**src/rtl/mem_arbiter.sv**
```systemverilog
// rtl/mem_arbiter.sv - fetch/data arbiter onto one combined memory port
// Optional misalignment error checking enabled by defining MEM_ALIGN_CHECK_EN.
module mem_arbiter #(
    parameter int MEM_WORDS    = 64,
    parameter int STARVE_LIMIT = 4
) (
    input  logic        clk,
    input  logic        reset,
    input  logic        if_req,
    input  logic [31:0] if_addr,
    output logic        if_gnt,
    output logic        if_rvalid,
    output logic [31:0] if_rdata,
    input  logic        d_req,
    input  logic        d_we,
    input  logic [31:0] d_addr,
    input  logic [31:0] d_wdata,
    output logic        d_gnt,
    output logic        d_rvalid,
    output logic [31:0] d_rdata,
    output logic        d_err,
    output logic [31:0] mem_addr,
    output logic [31:0] mem_wdata,
    output logic        mem_we,
    input  logic [31:0] mem_rdata
);

    typedef enum logic [1:0] {IDLE, ACCESS, RESP} state_t;

    localparam logic [29:0] MEM_WORDS_W = 30'(MEM_WORDS);
    localparam logic [3:0]  STARVE_MAX  = 4'(STARVE_LIMIT);

    state_t      state_q, state_d;
    logic [3:0]  starve_q, starve_d;
    logic [31:0] addr_q, addr_d;
    logic [31:0] wdata_q, wdata_d;
    logic        we_q, we_d;
    logic        src_d_q, src_d_d;
    logic        err_q, err_d;
    logic [31:0] if_rdata_q, if_rdata_d;
    logic [31:0] d_rdata_q, d_rdata_d;
    logic        fetch_win, data_win, err_now;

    // Data has priority unless the fetch side has waited STARVE_LIMIT data grants.
    always_comb begin
        fetch_win = 1'b0;
        data_win  = 1'b0;
        if (state_q == IDLE && !reset) begin
            if (if_req && (!d_req || starve_q == STARVE_MAX)) begin
                fetch_win = 1'b1;
            end else if (d_req) begin
                data_win = 1'b1;
            end
        end
    end

    always_comb begin
        err_now = (addr_q[31:2] >= MEM_WORDS_W);
`ifdef MEM_ALIGN_CHECK_EN
        if (addr_q[1:0] != 2'b00) begin
            err_now = 1'b1;
        end
`endif
    end

    always_comb begin
        state_d    = state_q;
        starve_d   = starve_q;
        addr_d     = addr_q;
        wdata_d    = wdata_q;
        we_d       = we_q;
        src_d_d    = src_d_q;
        err_d      = err_q;
        if_rdata_d = if_rdata_q;
        d_rdata_d  = d_rdata_q;
        mem_addr   = 32'h0;
        mem_wdata  = 32'h0;
        mem_we     = 1'b0;
        if_rvalid  = 1'b0;
        d_rvalid   = 1'b0;
        d_err      = 1'b0;
        case (state_q)
            IDLE: begin
                if (fetch_win) begin
                    state_d  = ACCESS;
                    addr_d   = if_addr;
                    wdata_d  = 32'h0;
                    we_d     = 1'b0;
                    src_d_d  = 1'b0;
                    starve_d = 4'd0;
                end else if (data_win) begin
                    state_d = ACCESS;
                    addr_d  = d_addr;
                    wdata_d = d_wdata;
                    we_d    = d_we;
                    src_d_d = 1'b1;
                    if (if_req && starve_q != STARVE_MAX) begin
                        starve_d = starve_q + 4'd1;
                    end
                end
            end
            ACCESS: begin
                state_d   = RESP;
                mem_addr  = addr_q & 32'hFFFF_FFFC;
                mem_wdata = wdata_q;
                mem_we    = we_q && !err_now && !reset;
                err_d     = err_now;
                if (src_d_q) begin
                    d_rdata_d = (we_q || err_now) ? 32'h0 : mem_rdata;
                end else begin
                    if_rdata_d = err_now ? 32'h0 : mem_rdata;
                end
            end
            RESP: begin
                state_d   = IDLE;
                if_rvalid = !src_d_q && !reset;
                d_rvalid  = src_d_q && !reset;
                d_err     = src_d_q && err_q && !reset;
            end
            default: state_d = IDLE;
        endcase
    end

    always_ff @(posedge clk) begin
        if (reset) begin
            state_q    <= IDLE;
            starve_q   <= 4'd0;
            addr_q     <= 32'h0;
            wdata_q    <= 32'h0;
            we_q       <= 1'b0;
            src_d_q    <= 1'b0;
            err_q      <= 1'b0;
            if_rdata_q <= 32'h0;
            d_rdata_q  <= 32'h0;
        end else begin
            state_q    <= state_d;
            starve_q   <= starve_d;
            addr_q     <= addr_d;
            wdata_q    <= wdata_d;
            we_q       <= we_d;
            src_d_q    <= src_d_d;
            err_q      <= err_d;
            if_rdata_q <= if_rdata_d;
            d_rdata_q  <= d_rdata_d;
        end
    end

    assign if_gnt   = fetch_win;
    assign d_gnt    = data_win;
    assign if_rdata = if_rdata_q;
    assign d_rdata  = d_rdata_q;

endmodule

```
**config.mk**
```make
export PLATFORM = sky130hd
export DESIGN_NAME = mem_arbiter
export DESIGN_NICKNAME = d
export VERILOG_FILES = /design/src/rtl/mem_arbiter.sv
export SDC_FILE = /design/constraint.sdc
export NUM_CORES = 1
export LEC_CHECK = 0
export ABC_AREA = 1
export BUFFER_PORTS_ARGS = -buffer_cell sky130_fd_sc_hd__buf_2
export CAP_MARGIN = 5
export CORE_UTILIZATION = 48
export CTS_BUF_LIST = sky130_fd_sc_hd__clkbuf_2
export DETAILED_ROUTE_END_ITERATION = 8
export GPL_ROUTABILITY_DRIVEN = 0
export GPL_TIMING_DRIVEN = 0
export PLACE_DENSITY = 0.87
export SYNTH_ARGS = -nofsm -noshare
export SYNTH_HDL_FRONTEND = slang
export SYNTH_SLANG_ARGS = --single-unit
```
**constraint.sdc**
```tcl
create_clock -name clk -period 2 [get_ports clk]
set_clock_uncertainty 0.15 [all_clocks]
set_input_delay 0.3 -clock clk [delete_from_list [all_inputs] [get_ports clk]]
set_output_delay 0.3 -clock clk [all_outputs]
set_load 0.03 [all_outputs]
```
==> impl_metrics.xml, run 1 <==
<?xml version="1.0" encoding="UTF-8"?>
<metrics>
  <group name="floorplan">
    <metric name="io-pin-count" unit="">267</metric>
    <metric name="start_util" unit="">0.491</metric>
    <metric name="fp-row-count" unit="">39</metric>
    <metric name="die_width" unit="µm">110</metric>
    <metric name="dieHeight" unit="µm">110</metric>
  </group>
  <group name="cts">
    <metric name="cts_buffers" unit="">17</metric>
    <metric name="ctsRootBufferMaster" unit="">clkbuf_2</metric>
    <metric name="cts.path.max_buffers" unit="">2</metric>
    <metric name="clock_sinks" unit="">135</metric>
    <metric name="htreeDepth" unit="">4</metric>
  </group>
  <group name="global_routing">
    <metric name="grt_start_max_net_pins" unit="">19</metric>
    <metric name="via_count_of_the_first_global_routing_pass" unit="">9311</metric>
    <metric name="grt_util_all_layers" unit="">0.672</metric>
    <metric name="grt_first_pass_wirelength" unit="µm">57700</metric>
    <metric name="remaining_global_route_overflow" unit="">1</metric>
  </group>
  <group name="placement">
    <metric name="hpwl" unit="µm">12800</metric>
    <metric name="dpl_worst_slack" unit="ns">-0.114</metric>
    <metric name="place_inst" unit="">1182</metric>
    <metric name="io_buffer_count" unit="">260</metric>
  </group>
  <group name="logic_synthesis">
    <metric name="simple_gate_fraction_of_synth_area" unit="">0.199</metric>
    <metric name="synth_cell_type_count" unit="">25</metric>
    <metric name="ys.warnings.count" unit="">0</metric>
    <metric name="ys_seq_elements" unit="">135</metric>
    <metric name="synth-compound-area-share" unit="">0.211</metric>
    <metric name="syn_inst" unit="">778</metric>
    <metric name="synth_top_family_by_area" unit="">compound AO/OA/AOI/OAI gates</metric>
    <metric name="synth_area" unit="µm²">5610</metric>
    <metric name="synth_sequential_area_ratio" unit="">0.482</metric>
    <metric name="synth_xor_xnor_area_share" unit="">0.00156</metric>
    <metric name="post_synthesis_area_per_instance" unit="µm²">7.20</metric>
    <metric name="synth.area.mux_share" unit="">0</metric>
    <metric name="synth_adder_area_share" unit="">0.00446</metric>
  </group>
  <group name="outcome">
    <metric name="outcome" unit="">did not finish</metric>
    <metric name="lastStage" unit="">global routing</metric>
    <metric name="first_error_line_in_the_log" unit="">[ERROR GRT-0116] Global routing finished with congestion. Check the congestion regions in the DRC Viewer.</metric>
  </group>
</metrics>
## synthesized netlist by cell type
cell type,instances,area [µm²]
a21oi_1,100,500
and2_1,1,6.26
clkbuf_1,30,113
buf_1,4,15.0
xor2_1,1,8.76
nand3b_1,1,7.51
nand2_1,118,443
nand3_1,35,175
nor2_4,1,11.3
buf_4,8,60.1
nor2_1,111,417
nor3_1,2,10.0
buf_2,18,90.1
o21ai_0,97,485
nor2_2,2,12.5
inv_1,74,278
dfxtp_1,135,2700
ha_1,2,25.0
conb_1,1,3.75
nor3b_1,1,7.51
inv_2,3,11.3
o21ai_2,1,8.76
and3_1,1,6.26
o22ai_1,30,188
nor2_8,1,20.0
## kinds of logic after synthesis
logic type	count (synthesis)
xor gates and xnor gates	1
AOI/OAI and AO/OA	228
other	1
and+or+nand+nor	274
DFF	135
buffers and inverters	137
adders and majority gates	2
## layer usage
layer / GRT usage / overflow
met5: 0.277 / 0
met4: 0.556 / 0
met3: 0.552 / 0
met2: 0.840 / 1
met1: 0.685 / 0
## through the flow
step	area, µm²	setup TNS, ns	hold WS (ns)	util
after floorplan	5610	0	0.291	-
after CTS	10100	-17.95	0.00123	0.886
after detailed placement	7090	-0.178	0.305	0.621
after global placement	7090	-0.134	0.302	0.621
## timing repair
action / 4_1_cts
setup buffers: 29
gates resized for setup: 334
pin swaps: 13
setup endpoints to repair: 68
cloned: 8
hold buffers: 130
endpoints found under the hold margin: 130
==> run 2: changes to the inputs <==
--- a/config.mk
+++ b/config.mk
@@ -8,12 +8,11 @@
 export ABC_AREA = 1
 export BUFFER_PORTS_ARGS = -buffer_cell sky130_fd_sc_hd__buf_2
 export CAP_MARGIN = 5
-export CORE_UTILIZATION = 48
-export CTS_BUF_LIST = sky130_fd_sc_hd__clkbuf_2
+export CORE_UTILIZATION = 40
 export DETAILED_ROUTE_END_ITERATION = 8
 export GPL_ROUTABILITY_DRIVEN = 0
 export GPL_TIMING_DRIVEN = 0
-export PLACE_DENSITY = 0.87
+export PLACE_DENSITY_LB_ADDON = 0.15
 export SYNTH_ARGS = -nofsm -noshare
 export SYNTH_HDL_FRONTEND = slang
 export SYNTH_SLANG_ARGS = --single-unit
==> run 2 against run 1 <==
Net effect: the flow now finishes without violations; synthesized cell count unchanged; area after synthesis unchanged.
==> impl_metrics.xml, run 2 <==
<?xml version="1.0" encoding="UTF-8"?>
<metrics>
  <group name="logic_synthesis">
    <metric name="post-synth-top-count-cell" unit="">dfxtp_1</metric>
    <metric name="synth_enable_flop_cells" unit="">0</metric>
    <metric name="synth_commonest_cells" unit="">dfxtp_1, nand2_1, nor2_1</metric>
    <metric name="synth_cell_type_count" unit="">25</metric>
    <metric name="ys_seq_elements" unit="">135</metric>
    <metric name="post-synth-top-area-fraction" unit="">0.482</metric>
    <metric name="syn_inst" unit="">778</metric>
    <metric name="synthArstFlopShare" unit="">0</metric>
    <metric name="synth_top_cell_by_area" unit="">dfxtp_1</metric>
    <metric name="synth_sequential_area_ratio" unit="">0.482</metric>
    <metric name="ys.warnings.count" unit="">0</metric>
    <metric name="post_synth_main_area_contributors" unit="">dfxtp_1, a21oi_1, o21ai_0, nand2_1, nor2_1</metric>
    <metric name="post_synthesis_area_per_instance" unit="µm²">7.20</metric>
    <metric name="synth_area" unit="µm²">5610</metric>
    <metric name="ys_dominant_reg_cell" unit="">dfxtp_1</metric>
  </group>
  <group name="power">
    <metric name="p_per_area" unit="nW/µm²">819</metric>
    <metric name="vdd.ir_drop.worst" unit="µV">628</metric>
    <metric name="power.total" unit="mW">7.45</metric>
    <metric name="leakage" unit="nW">4.09</metric>
  </group>
  <group name="finish">
    <metric name="nFillCells" unit="">1180</metric>
    <metric name="utilization" unit="">0.676</metric>
    <metric name="final_layout_size_suffix_gt1_frac" unit="">0.324</metric>
    <metric name="areaGrowthSynthToFinish" unit="%">62.3</metric>
    <metric name="most_frequent_cells_in_the_layout" unit="">buf_2, dfxtp_1, nand2_1, a21oi_1</metric>
    <metric name="layout_commonest_cell" unit="">buf_2</metric>
    <metric name="final_cells" unit="">1355</metric>
    <metric name="fin_nets" unit="">1302</metric>
    <metric name="final_design_area_no_fill" unit="µm²">9100</metric>
    <metric name="number_of_diodes" unit="">0</metric>
  </group>
  <group name="hold_path">
    <metric name="timing.hold.worst.start" unit="">if_addr[28]</metric>
    <metric name="min_path_cells" unit="">3</metric>
    <metric name="worstHoldPathType" unit="">in2reg</metric>
  </group>
  <group name="worst_setup_path">
    <metric name="worstSetupPathDepth" unit="">7</metric>
    <metric name="timing.critical_path.cells" unit="">nor2_2 &gt; nand2_1 &gt; nor2_1 &gt; nand2_2 &gt; nor2_4 &gt; and3_4 &gt; buf_6</metric>
    <metric name="cp_slowest_stage_delay" unit="ns">0.33</metric>
    <metric name="timing.critical_path.to_type" unit="">primary output</metric>
    <metric name="worst_path_max_delay_cell" unit="">dfxtp_2</metric>
    <metric name="worst_setup_path_category" unit="">reg2out</metric>
    <metric name="required_time_reported_for_the_critical_path_endpoint" unit="ns">1.55</metric>
    <metric name="crit_family" unit="">simple AND/OR/NAND/NOR gates</metric>
    <metric name="setup.worst_path.start" unit="">addr_q[15]</metric>
    <metric name="worst-path-max-fanout" unit="">3</metric>
    <metric name="startpoint_type" unit="">register</metric>
    <metric name="reg2reg_from" unit="">state_q[0]</metric>
    <metric name="critPathBufInv" unit="">1</metric>
    <metric name="worst_r2r_path_depth" unit="">8</metric>
    <metric name="worst-endpoint-arrival" unit="ns">1.54</metric>
  </group>
  <group name="timing">
    <metric name="final.setup.tns" unit="ns">0</metric>
    <metric name="maxSlewViolCount" unit="">0</metric>
    <metric name="finalHoldViolations" unit="">0</metric>
    <metric name="period_share" unit="">0.996</metric>
    <metric name="final_critical_path_setup_slack" unit="ns">0.00831</metric>
    <metric name="rsz0062_at_grt" unit="">true</metric>
    <metric name="final.hold.worst_slack" unit="ns">0.0193</metric>
    <metric name="achievable-frequency" unit="MHz">502</metric>
    <metric name="post-route-min-period" unit="ns">1.99</metric>
    <metric name="setup_viol" unit="">0</metric>
  </group>
  <group name="placement">
    <metric name="io_buffer_count" unit="">260</metric>
    <metric name="dpl_worst_slack" unit="ns">-0.0810</metric>
    <metric name="hpwl" unit="µm">12800</metric>
    <metric name="place_inst" unit="">1215</metric>
    <metric name="placement.cell_area" unit="µm²">7140</metric>
  </group>
  <group name="floorplan">
    <metric name="io-pin-count" unit="">267</metric>
    <metric name="start_util" unit="">0.417</metric>
    <metric name="fp-row-count" unit="">42</metric>
    <metric name="dieHeight" unit="µm">120</metric>
    <metric name="die_width" unit="µm">120</metric>
    <metric name="design.die.area" unit="µm²">14500</metric>
    <metric name="placeableCoreArea" unit="µm²">13500</metric>
  </group>
  <group name="drt">
    <metric name="routed_wirelength" unit="µm">19500</metric>
    <metric name="detail_route.iter0.violations" unit="">292</metric>
    <metric name="route.vias.total" unit="">6570</metric>
    <metric name="drtPass1Iterations" unit="">5</metric>
    <metric name="wl_per_cell" unit="µm">14.4</metric>
    <metric name="drc_violation_count_after_routing" unit="">0</metric>
    <metric name="routed_via_count_divided_by_cell_count" unit="">4.85</metric>
    <metric name="final_antenna_net_count" unit="">0</metric>
  </group>
  <group name="global_routing">
    <metric name="grt_first_pass_wirelength" unit="µm">30800</metric>
    <metric name="via_count_of_the_first_global_routing_pass" unit="">6519</metric>
    <metric name="initial_antenna_violation_count" unit="">0</metric>
    <metric name="grt_start_max_net_pins" unit="">19</metric>
    <metric name="remaining_global_route_overflow" unit="">0</metric>
    <metric name="grt_util_all_layers" unit="">0.268</metric>
  </group>
  <group name="cts">
    <metric name="cts.path.max_buffers" unit="">2</metric>
    <metric name="ctsRootBufferMaster" unit="">clkbuf_16</metric>
    <metric name="htreeDepth" unit="">4</metric>
    <metric name="clock_insertion_delay_worst_skew" unit="ns">0.41</metric>
    <metric name="clock_tree_from_tritoncts" unit="">done</metric>
    <metric name="clock_sinks" unit="">135</metric>
    <metric name="cts_buffers" unit="">17</metric>
    <metric name="path_clk_slew" unit="ns">0.06</metric>
  </group>
  <group name="job">
    <metric name="max_cap_violations" unit="">0</metric>
  </group>
  <group name="outcome">
    <metric name="outcome" unit="">complete, no violations</metric>
  </group>
</metrics>
==> run 2: layout make-up <==
class	count	area [µm²]	area share
Clock inverter	8	96.3	0.0106
Clock buffer	23	488	0.0536
Multi-Input combinational cell	507	2440	0.268
Timing Repair Buffer	374	2540	0.280
Inverter	77	297	0.0326
Buffer	55	299	0.0329
Sequential cell	135	2710	0.298
Tap cell	176	220	0.0242
==> run 2: logic make-up (layout without fill, tap and decap cells) <==
family          Yosys count  count (layout)  synth area share
other cells               1               2          0.000669
compound gates          228             228             0.211
flops                   135             135             0.482
fa+ha+maj                 2               2           0.00446
buf+inv                 137             537             0.101
simple gates            274             274             0.199
xor+xnor                  1               1           0.00156
==> run 2: path summary, 6_finish.rpt <==
check | to | slack (ns)
worst min register to register | wdata_q[21] | 0.31
worst max-delay path | mem_we | 0.008
worst max register to register | if_rdata[28] | 0.13
worst min-delay path | addr_q[28] | 0.02
==> run 2: worst min-delay path, cell delays in order <==
cell     delay, ns
buf_2         0.08
o21ai_0       0.07
nor2_1        0.09
==> run 2: where the power goes <==
group | total, mW | switching [mW] | internal (mW)
clock | 3.08 | 1.13 | 1.95
sequential | 2.98 | 0.0993 | 2.88
combinational | 1.39 | 0.841 | 0.553
==> run 2: timing repair <==
| action | CTS | global route |
|---|---|---|
| pin swaps | 9 | 11 |
| buffers inserted | 14 | 4 |
| endpoints found under the hold margin | 104 | 0 |
| endpoints found under the setup margin | 66 | 71 |
| hold buffers | 97 | 0 |
| gates resized for setup | 89 | 52 |
==> run 2: metal layers <==
layer,global-route usage,vias up,part of all wire
li1,-,3302,-
met1,0.299,2975,0.41
met2,0.471,246,0.50
met3,0.0811,47,0.066
met4,0.115,0,0.030
met5,0,-,0
Note: power is estimated with default switching activity, not from simulation.
==> run 3: changes to the inputs <==
--- a/config.mk
+++ b/config.mk
@@ -13,6 +13,7 @@
 export GPL_ROUTABILITY_DRIVEN = 0
 export GPL_TIMING_DRIVEN = 0
 export PLACE_DENSITY_LB_ADDON = 0.15
+export SETUP_SLACK_MARGIN = 0.02
 export SYNTH_ARGS = -nofsm -noshare
 export SYNTH_HDL_FRONTEND = slang
 export SYNTH_SLANG_ARGS = --single-unit
==> run 3 against run 2 <==
Net effect: the flow now finishes with violations (setup timing); global-route usage about the same; flip-flop and latch count did not move; worst setup slack got worse by 0.030 ns; register-to-register slack got worse by 0.05 ns; wire length rose by 5.7%; die area stayed put; critical path depth unchanged.
==> impl_metrics.xml, run 3 (synthesis gave the netlist of run 2 again) <==
<?xml version="1.0" encoding="UTF-8"?>
<metrics>
  <group name="outcome">
    <metric name="outcome" unit="">finished, violations left</metric>
    <metric name="violations_in_the_final_reports" unit="">setup timing</metric>
  </group>
  <group name="floorplan">
    <metric name="io-pin-count" unit="">267</metric>
    <metric name="design.die.area" unit="µm²">14500</metric>
    <metric name="dieHeight" unit="µm">120</metric>
    <metric name="fp-row-count" unit="">42</metric>
    <metric name="placeableCoreArea" unit="µm²">13500</metric>
    <metric name="start_util" unit="">0.417</metric>
    <metric name="die_width" unit="µm">120</metric>
  </group>
  <group name="drt">
    <metric name="routed_wirelength" unit="µm">20600</metric>
    <metric name="final_antenna_net_count" unit="">0</metric>
    <metric name="detail_route.iter0.violations" unit="">341</metric>
    <metric name="routed_via_count_divided_by_cell_count" unit="">4.96</metric>
    <metric name="drtPass1Iterations" unit="">5</metric>
    <metric name="drc_violation_count_after_routing" unit="">0</metric>
    <metric name="wl_per_cell" unit="µm">15.1</metric>
    <metric name="route.vias.total" unit="">6747</metric>
  </group>
  <group name="power">
    <metric name="p_per_area" unit="nW/µm²">798</metric>
    <metric name="clkPwrFrac" unit="">0.407</metric>
    <metric name="vdd.ir_drop.worst" unit="µV">626</metric>
    <metric name="internal_power" unit="mW">5.44</metric>
    <metric name="pwr-share-comb" unit="">0.199</metric>
    <metric name="switchingPower" unit="mW">2.13</metric>
    <metric name="sw_frac_of_total" unit="">0.282</metric>
    <metric name="share_seq_of_total_power" unit="">0.393</metric>
    <metric name="leakage" unit="nW">4.18</metric>
  </group>
  <group name="finish">
    <metric name="nFillCells" unit="">1112</metric>
    <metric name="most_frequent_cells_in_the_layout" unit="">buf_2, dfxtp_1, nand2_1, a21oi_1</metric>
    <metric name="layout_commonest_cell" unit="">buf_2</metric>
    <metric name="final_design_area_no_fill" unit="µm²">9490</metric>
    <metric name="final_layout_size_suffix_gt1_frac" unit="">0.345</metric>
    <metric name="fin_nets" unit="">1307</metric>
    <metric name="areaGrowthSynthToFinish" unit="%">69.3</metric>
    <metric name="number_of_diodes" unit="">0</metric>
  </group>
  <group name="worst_setup_path">
    <metric name="crit_path_frequent_cell" unit="">nand2_1</metric>
    <metric name="worst-path-max-fanout" unit="">2</metric>
    <metric name="required_time_reported_for_the_critical_path_endpoint" unit="ns">1.55</metric>
    <metric name="startpoint_type" unit="">register</metric>
    <metric name="timing.critical_path.cells" unit="">inv_1 &gt; nand2_1 &gt; nor2_1 &gt; nand2_1 &gt; nor2_4 &gt; and3_4 &gt; buf_6</metric>
    <metric name="r2r_setup_slack" unit="ns">0.08</metric>
    <metric name="cp_slowest_stage_delay" unit="ns">0.31</metric>
    <metric name="worst_path_max_delay_cell" unit="">dfxtp_1</metric>
    <metric name="critPathBufInv" unit="">2</metric>
    <metric name="worst_setup_path_category" unit="">reg2out</metric>
    <metric name="worst-endpoint-arrival" unit="ns">1.57</metric>
    <metric name="regToRegEndpoint" unit="">if_rdata[8]</metric>
    <metric name="crit_family" unit="">simple AND/OR/NAND/NOR gates</metric>
    <metric name="timing.critical_path.to_type" unit="">primary output</metric>
    <metric name="worst_r2r_path_depth" unit="">8</metric>
    <metric name="reg2reg_from" unit="">state_q[0]</metric>
    <metric name="setup.worst_path.start" unit="">addr_q[31]</metric>
  </group>
  <group name="timing">
    <metric name="achievable-frequency" unit="MHz">495</metric>
    <metric name="final_critical_path_setup_slack" unit="ns">-0.0216</metric>
    <metric name="finalHoldViolations" unit="">0</metric>
    <metric name="slew_headroom" unit="">0.652</metric>
    <metric name="rsz0062_at_grt" unit="">true</metric>
    <metric name="maxSlewViolCount" unit="">0</metric>
    <metric name="tightestPinTransition" unit="ns">0.521</metric>
    <metric name="post-route-min-period" unit="ns">2.02</metric>
    <metric name="final.hold.worst_slack" unit="ns">0.0127</metric>
    <metric name="period_share" unit="">1.01</metric>
    <metric name="setup_viol" unit="">3</metric>
  </group>
  <group name="hold_path">
    <metric name="timing.hold.worst.start" unit="">if_addr[28]</metric>
    <metric name="min_path_cells" unit="">3</metric>
    <metric name="whs_endpoint" unit="">addr_q[28]</metric>
    <metric name="worstHoldPathType" unit="">in2reg</metric>
  </group>
  <group name="global_routing">
    <metric name="grt_first_pass_wirelength" unit="µm">30800</metric>
    <metric name="via_count_of_the_first_global_routing_pass" unit="">6528</metric>
    <metric name="initial_antenna_violation_count" unit="">0</metric>
    <metric name="grt_util_all_layers" unit="">0.269</metric>
    <metric name="remaining_global_route_overflow" unit="">0</metric>
    <metric name="grt_start_max_net_pins" unit="">19</metric>
  </group>
  <group name="cts">
    <metric name="htreeDepth" unit="">4</metric>
    <metric name="ctsRootBufferMaster" unit="">clkbuf_16</metric>
    <metric name="clock_sinks" unit="">135</metric>
    <metric name="clock_insertion_delay_worst_skew" unit="ns">0.42</metric>
    <metric name="clock_tree_from_tritoncts" unit="">done</metric>
    <metric name="path_clk_slew" unit="ns">0.06</metric>
    <metric name="cts.path.max_buffers" unit="">2</metric>
    <metric name="cts_buffers" unit="">17</metric>
  </group>
  <group name="placement">
    <metric name="hpwl" unit="µm">12800</metric>
    <metric name="placement.cell_area" unit="µm²">7140</metric>
    <metric name="io_buffer_count" unit="">260</metric>
  </group>
  <group name="job">
    <metric name="max_cap_violations" unit="">0</metric>
  </group>
</metrics>
run 3: stage by stage:
step / total power [mW] / utilization / cells / TNS (ns) / setup slack, ns
6_report: 7.57 / 0.705 / 1360 / -0.0474 / -0.0216
4_1_cts: 7.48 / 0.673 / 1355 / -0.220 / -0.220
2_1_floorplan: 3.74 / - / 779 / 0 / 0.164
3_3_place_gp: 4.16 / 0.530 / 1215 / -0.166 / -0.0868
5_1_grt: 7.90 / 0.705 / 1360 / -1.57 / -0.0884
3_5_place_dp: 4.17 / 0.530 / 1215 / -0.152 / -0.0810
run 3: power groups by stage:
stage,logic (mW),registers (mW),clock network [mW]
after floorplan,0.548,3.19,0
after global placement,1.14,3.02,0
after detailed placement,1.14,3.03,0
after CTS,1.37,2.97,3.14
after global routing,1.62,3.00,3.28
final,1.51,2.98,3.08
run 3: cell type report:
cell class              instances  area, µm²  share of cell area
repair buffers                377       2730               0.288
multi-input cells             507       2600               0.274
flip-flops and latches        135       2710               0.286
clock buffers                  23        488              0.0514
clock inverters                 8       96.3              0.0102
repair inverters                1       11.3             0.00119
plain buffers                  56        333              0.0351
inverters                      77        297              0.0312
well taps                     176        220              0.0232
run 3: worst max-delay path by stage:
stage | depth (start not counted) | end | slack (ns)
after floorplan | 3 | d_err | 0.16
after global placement | 9 | mem_we | -0.09
after detailed placement | 9 | d_gnt | -0.08
after CTS | 8 | mem_we | -0.22
after global routing | 6 | mem_we | -0.09
final | 7 | mem_we | -0.02
run 3: layer usage:
metal	track usage	up-vias	share of wire
met2	0.472	279	0.51
met4	0.114	0	0.028
met3	0.0792	45	0.072
met1	0.301	3109	0.39
met5	0	-	0
li1	-	3314	-
run 3: repair_timing:
| action | in CTS | in global routing |
|---|---|---|
| gates cloned | 0 | 3 |
| buffers inserted | 14 | 5 |
| endpoints found under the hold margin | 104 | 0 |
| pin swaps | 9 | 9 |
| endpoints found under the setup margin | 66 | 93 |
| gates resized for setup | 96 | 154 |
| hold buffers | 97 | 0 |
run 3: worst register-to-register path, delay by kind of cell, from the launching register on:
| kind | cells | cell delay [ns] |
|---|---|---|
| simple gates | 2 | 0.35 |
| flops | 1 | 0.34 |
| buf+inv | 5 | 0.82 |
| compound gates | 1 | 0.13 |
==> run 4: changes to the inputs <==
--- a/config.mk
+++ b/config.mk
@@ -8,6 +8,7 @@
 export ABC_AREA = 1
 export BUFFER_PORTS_ARGS = -buffer_cell sky130_fd_sc_hd__buf_2
 export CAP_MARGIN = 5
+export CORE_ASPECT_RATIO = 0.9
 export CORE_UTILIZATION = 40
 export DETAILED_ROUTE_END_ITERATION = 8
 export GPL_ROUTABILITY_DRIVEN = 0
==> run 4 against run 3 <==
Net effect: global-route usage about the same; sequential power about the same; worst setup slack worse by 0.018 ns; wire length up 5.4%; critical path type unchanged; via count up 1.9%; count of clock-buffer cells in the layout up 2; the run still ends with setup timing left.
==> impl_metrics.xml, run 4 (synthesis gave the netlist of run 2 again) <==
<?xml version="1.0" encoding="UTF-8"?>
<metrics>
  <group name="worst_setup_path">
    <metric name="worst-path-max-fanout" unit="">2</metric>
    <metric name="startpoint_type" unit="">register</metric>
    <metric name="timing.critical_path.cells" unit="">nor2_2 &gt; nand2_1 &gt; nor2_2 &gt; nand2_2 &gt; nor2_4 &gt; and3_4 &gt; buf_6</metric>
    <metric name="required_time_reported_for_the_critical_path_endpoint" unit="ns">1.55</metric>
    <metric name="cp_slowest_stage_delay" unit="ns">0.33</metric>
    <metric name="timing.critical_path.to_type" unit="">primary output</metric>
    <metric name="crit_family" unit="">simple AND/OR/NAND/NOR gates</metric>
    <metric name="worst-endpoint-arrival" unit="ns">1.59</metric>
    <metric name="worst_r2r_path_depth" unit="">13</metric>
    <metric name="worst_path_max_delay_cell" unit="">dfxtp_2</metric>
    <metric name="worst_setup_path_category" unit="">reg2out</metric>
    <metric name="crit_path_frequent_cell" unit="">nor2_2</metric>
    <metric name="critPathBufInv" unit="">1</metric>
    <metric name="worstSetupPathDepth" unit="">7</metric>
  </group>
  <group name="floorplan">
    <metric name="design.die.area" unit="µm²">14500</metric>
    <metric name="start_util" unit="">0.415</metric>
    <metric name="fp-row-count" unit="">40</metric>
    <metric name="die_width" unit="µm">127</metric>
    <metric name="dieHeight" unit="µm">114</metric>
    <metric name="placeableCoreArea" unit="µm²">13500</metric>
    <metric name="io-pin-count" unit="">267</metric>
  </group>
  <group name="finish">
    <metric name="fin_nets" unit="">1304</metric>
    <metric name="most_frequent_cells_in_the_layout" unit="">buf_2, dfxtp_1, nand2_1, a21oi_1, o21ai_0</metric>
    <metric name="areaGrowthSynthToFinish" unit="%">75.8</metric>
    <metric name="final_cells" unit="">1347</metric>
    <metric name="layout_commonest_cell" unit="">buf_2</metric>
    <metric name="number_of_diodes" unit="">0</metric>
    <metric name="final_layout_size_suffix_gt1_frac" unit="">0.386</metric>
    <metric name="utilization" unit="">0.729</metric>
  </group>
  <group name="timing">
    <metric name="tightestPinTransition" unit="ns">0.572</metric>
    <metric name="achievable-frequency" unit="MHz">490</metric>
    <metric name="slew_headroom" unit="">0.619</metric>
    <metric name="post-route-min-period" unit="ns">2.04</metric>
    <metric name="finalHoldViolations" unit="">0</metric>
    <metric name="final_critical_path_setup_slack" unit="ns">-0.0399</metric>
    <metric name="setup_viol" unit="">4</metric>
    <metric name="rsz0062_at_grt" unit="">true</metric>
    <metric name="maxSlewViolCount" unit="">0</metric>
    <metric name="period_share" unit="">1.02</metric>
  </group>
  <group name="hold_path">
    <metric name="worstHoldPathType" unit="">in2reg</metric>
    <metric name="min_path_cells" unit="">3</metric>
  </group>
  <group name="placement">
    <metric name="place_inst" unit="">1207</metric>
    <metric name="dpl_worst_slack" unit="ns">-0.154</metric>
    <metric name="hpwl" unit="µm">12900</metric>
    <metric name="io_buffer_count" unit="">260</metric>
  </group>
  <group name="cts">
    <metric name="cts_buffers" unit="">17</metric>
    <metric name="path_clk_slew" unit="ns">0.05</metric>
    <metric name="cts.path.max_buffers" unit="">2</metric>
    <metric name="clock_tree_from_tritoncts" unit="">done</metric>
    <metric name="clock_sinks" unit="">135</metric>
    <metric name="htreeDepth" unit="">4</metric>
    <metric name="clock_insertion_delay_worst_skew" unit="ns">0.41</metric>
    <metric name="ctsRootBufferMaster" unit="">clkbuf_16</metric>
  </group>
  <group name="drt">
    <metric name="wl_per_cell" unit="µm">16.1</metric>
    <metric name="routed_via_count_divided_by_cell_count" unit="">5.10</metric>
    <metric name="routed_wirelength" unit="µm">21700</metric>
    <metric name="route.vias.total" unit="">6875</metric>
    <metric name="detail_route.iter0.violations" unit="">484</metric>
    <metric name="drc_violation_count_after_routing" unit="">0</metric>
    <metric name="final_antenna_net_count" unit="">0</metric>
    <metric name="drtPass1Iterations" unit="">8</metric>
  </group>
  <group name="power">
    <metric name="power.total" unit="mW">7.49</metric>
    <metric name="leakage" unit="nW">4.23</metric>
    <metric name="p_per_area" unit="nW/µm²">761</metric>
    <metric name="vdd.ir_drop.worst" unit="µV">621</metric>
  </group>
  <group name="global_routing">
    <metric name="remaining_global_route_overflow" unit="">0</metric>
    <metric name="via_count_of_the_first_global_routing_pass" unit="">6205</metric>
    <metric name="initial_antenna_violation_count" unit="">1</metric>
    <metric name="grt_start_max_net_pins" unit="">19</metric>
    <metric name="grt_first_pass_wirelength" unit="µm">30500</metric>
    <metric name="grt_util_all_layers" unit="">0.268</metric>
  </group>
  <group name="outcome">
    <metric name="violations_in_the_final_reports" unit="">setup timing</metric>
    <metric name="outcome" unit="">finished, violations left</metric>
  </group>
  <group name="job">
    <metric name="max_cap_violations" unit="">0</metric>
  </group>
</metrics>
==> run 4: cell count changes in the layout (fill, tap and decap cells not counted), moves of 6 or more <==
cell           previous run  this run
buf_4                    57        35
buf_6                    32        60
nor2_4                   22        51
dlygate4sd3_1            97        81
nor2_1                   78        43
nor2_2                   14        20
==> run 4: final cells by class <==
type | instances | area [µm²]
clock inverter | 4 | 47.5
buffer | 56 | 392
tap | 168 | 210
timing repair inverter | 1 | 11.3
fill | 1000 | 3660
multi-input combinational | 507 | 2840
inverter | 77 | 308
clock buffer | 25 | 475
sequential | 135 | 2720
timing repair buffer | 374 | 2860
==> run 4: repair_timing <==
action                                  in CTS  in global routing
pin swaps                                    9                  9
hold buffers                                81                  0
resized for setup                          134                220
endpoints found under the setup margin      64                118
endpoints found under the hold margin       81                  0
setup buffers                               16                 11
gates cloned                                 3                  5
==> run 4: routing by layer <==
metal	routed length (µm)	global-route usage	part of all wire	vias to the layer above
li1	-	-	-	3307
met1	8550	0.321	0.39	3191
met2	11000	0.459	0.51	321
met3	1560	0.0832	0.072	54
met4	545	0.0905	0.025	2
met5	13	0	0.00060	-
==> run 4: through the flow <==
stage / hold WS, ns / TNS (ns) / area (µm²)
3_3_place_gp: 0.304 / -0.268 / 7130
2_1_floorplan: 0.291 / 0 / 5610
4_1_cts: 0.000788 / -0.241 / 8980
3_5_place_dp: 0.306 / -0.270 / 7130
6_report: 0.00982 / -0.0692 / 9850
5_1_grt: 0.0134 / -1.92 / 9850
==> run 4: worst paths after layout <==
| kind | start | endpoint | slack, ns |
|---|---|---|---|
| max | addr_q[25] | mem_we | -0.04 |
| min reg2reg | wdata_q[25] | wdata_q[25] | 0.31 |
| min | d_addr[7] | addr_q[7] | 0.01 |
| max reg2reg | starve_q[0] | wdata_q[15] | 0.10 |
==> run 4: worst reg2reg max path, cell delays in order (launching register included) <==
cell and delay, ns:
dfxtp_2 0.32, inv_2 0.07, ha_4 0.14, nand3_4 0.06, nand2_4 0.09, nand2_4 0.06, nand2_4 0.07, inv_4 0.04
buf_4 0.12, buf_4 0.12, buf_4 0.17, buf_4 0.18, nand2_1 0.08, a21oi_1 0.07
==> run 4: where the power goes <==
| part | internal, mW | switching [mW] | total [mW] |
|---|---|---|---|
| logic | 0.676 | 0.984 | 1.66 |
| registers | 2.88 | 0.106 | 2.99 |
| clock network | 1.75 | 1.10 | 2.85 |
| total | 5.31 | 2.19 | 7.49 |
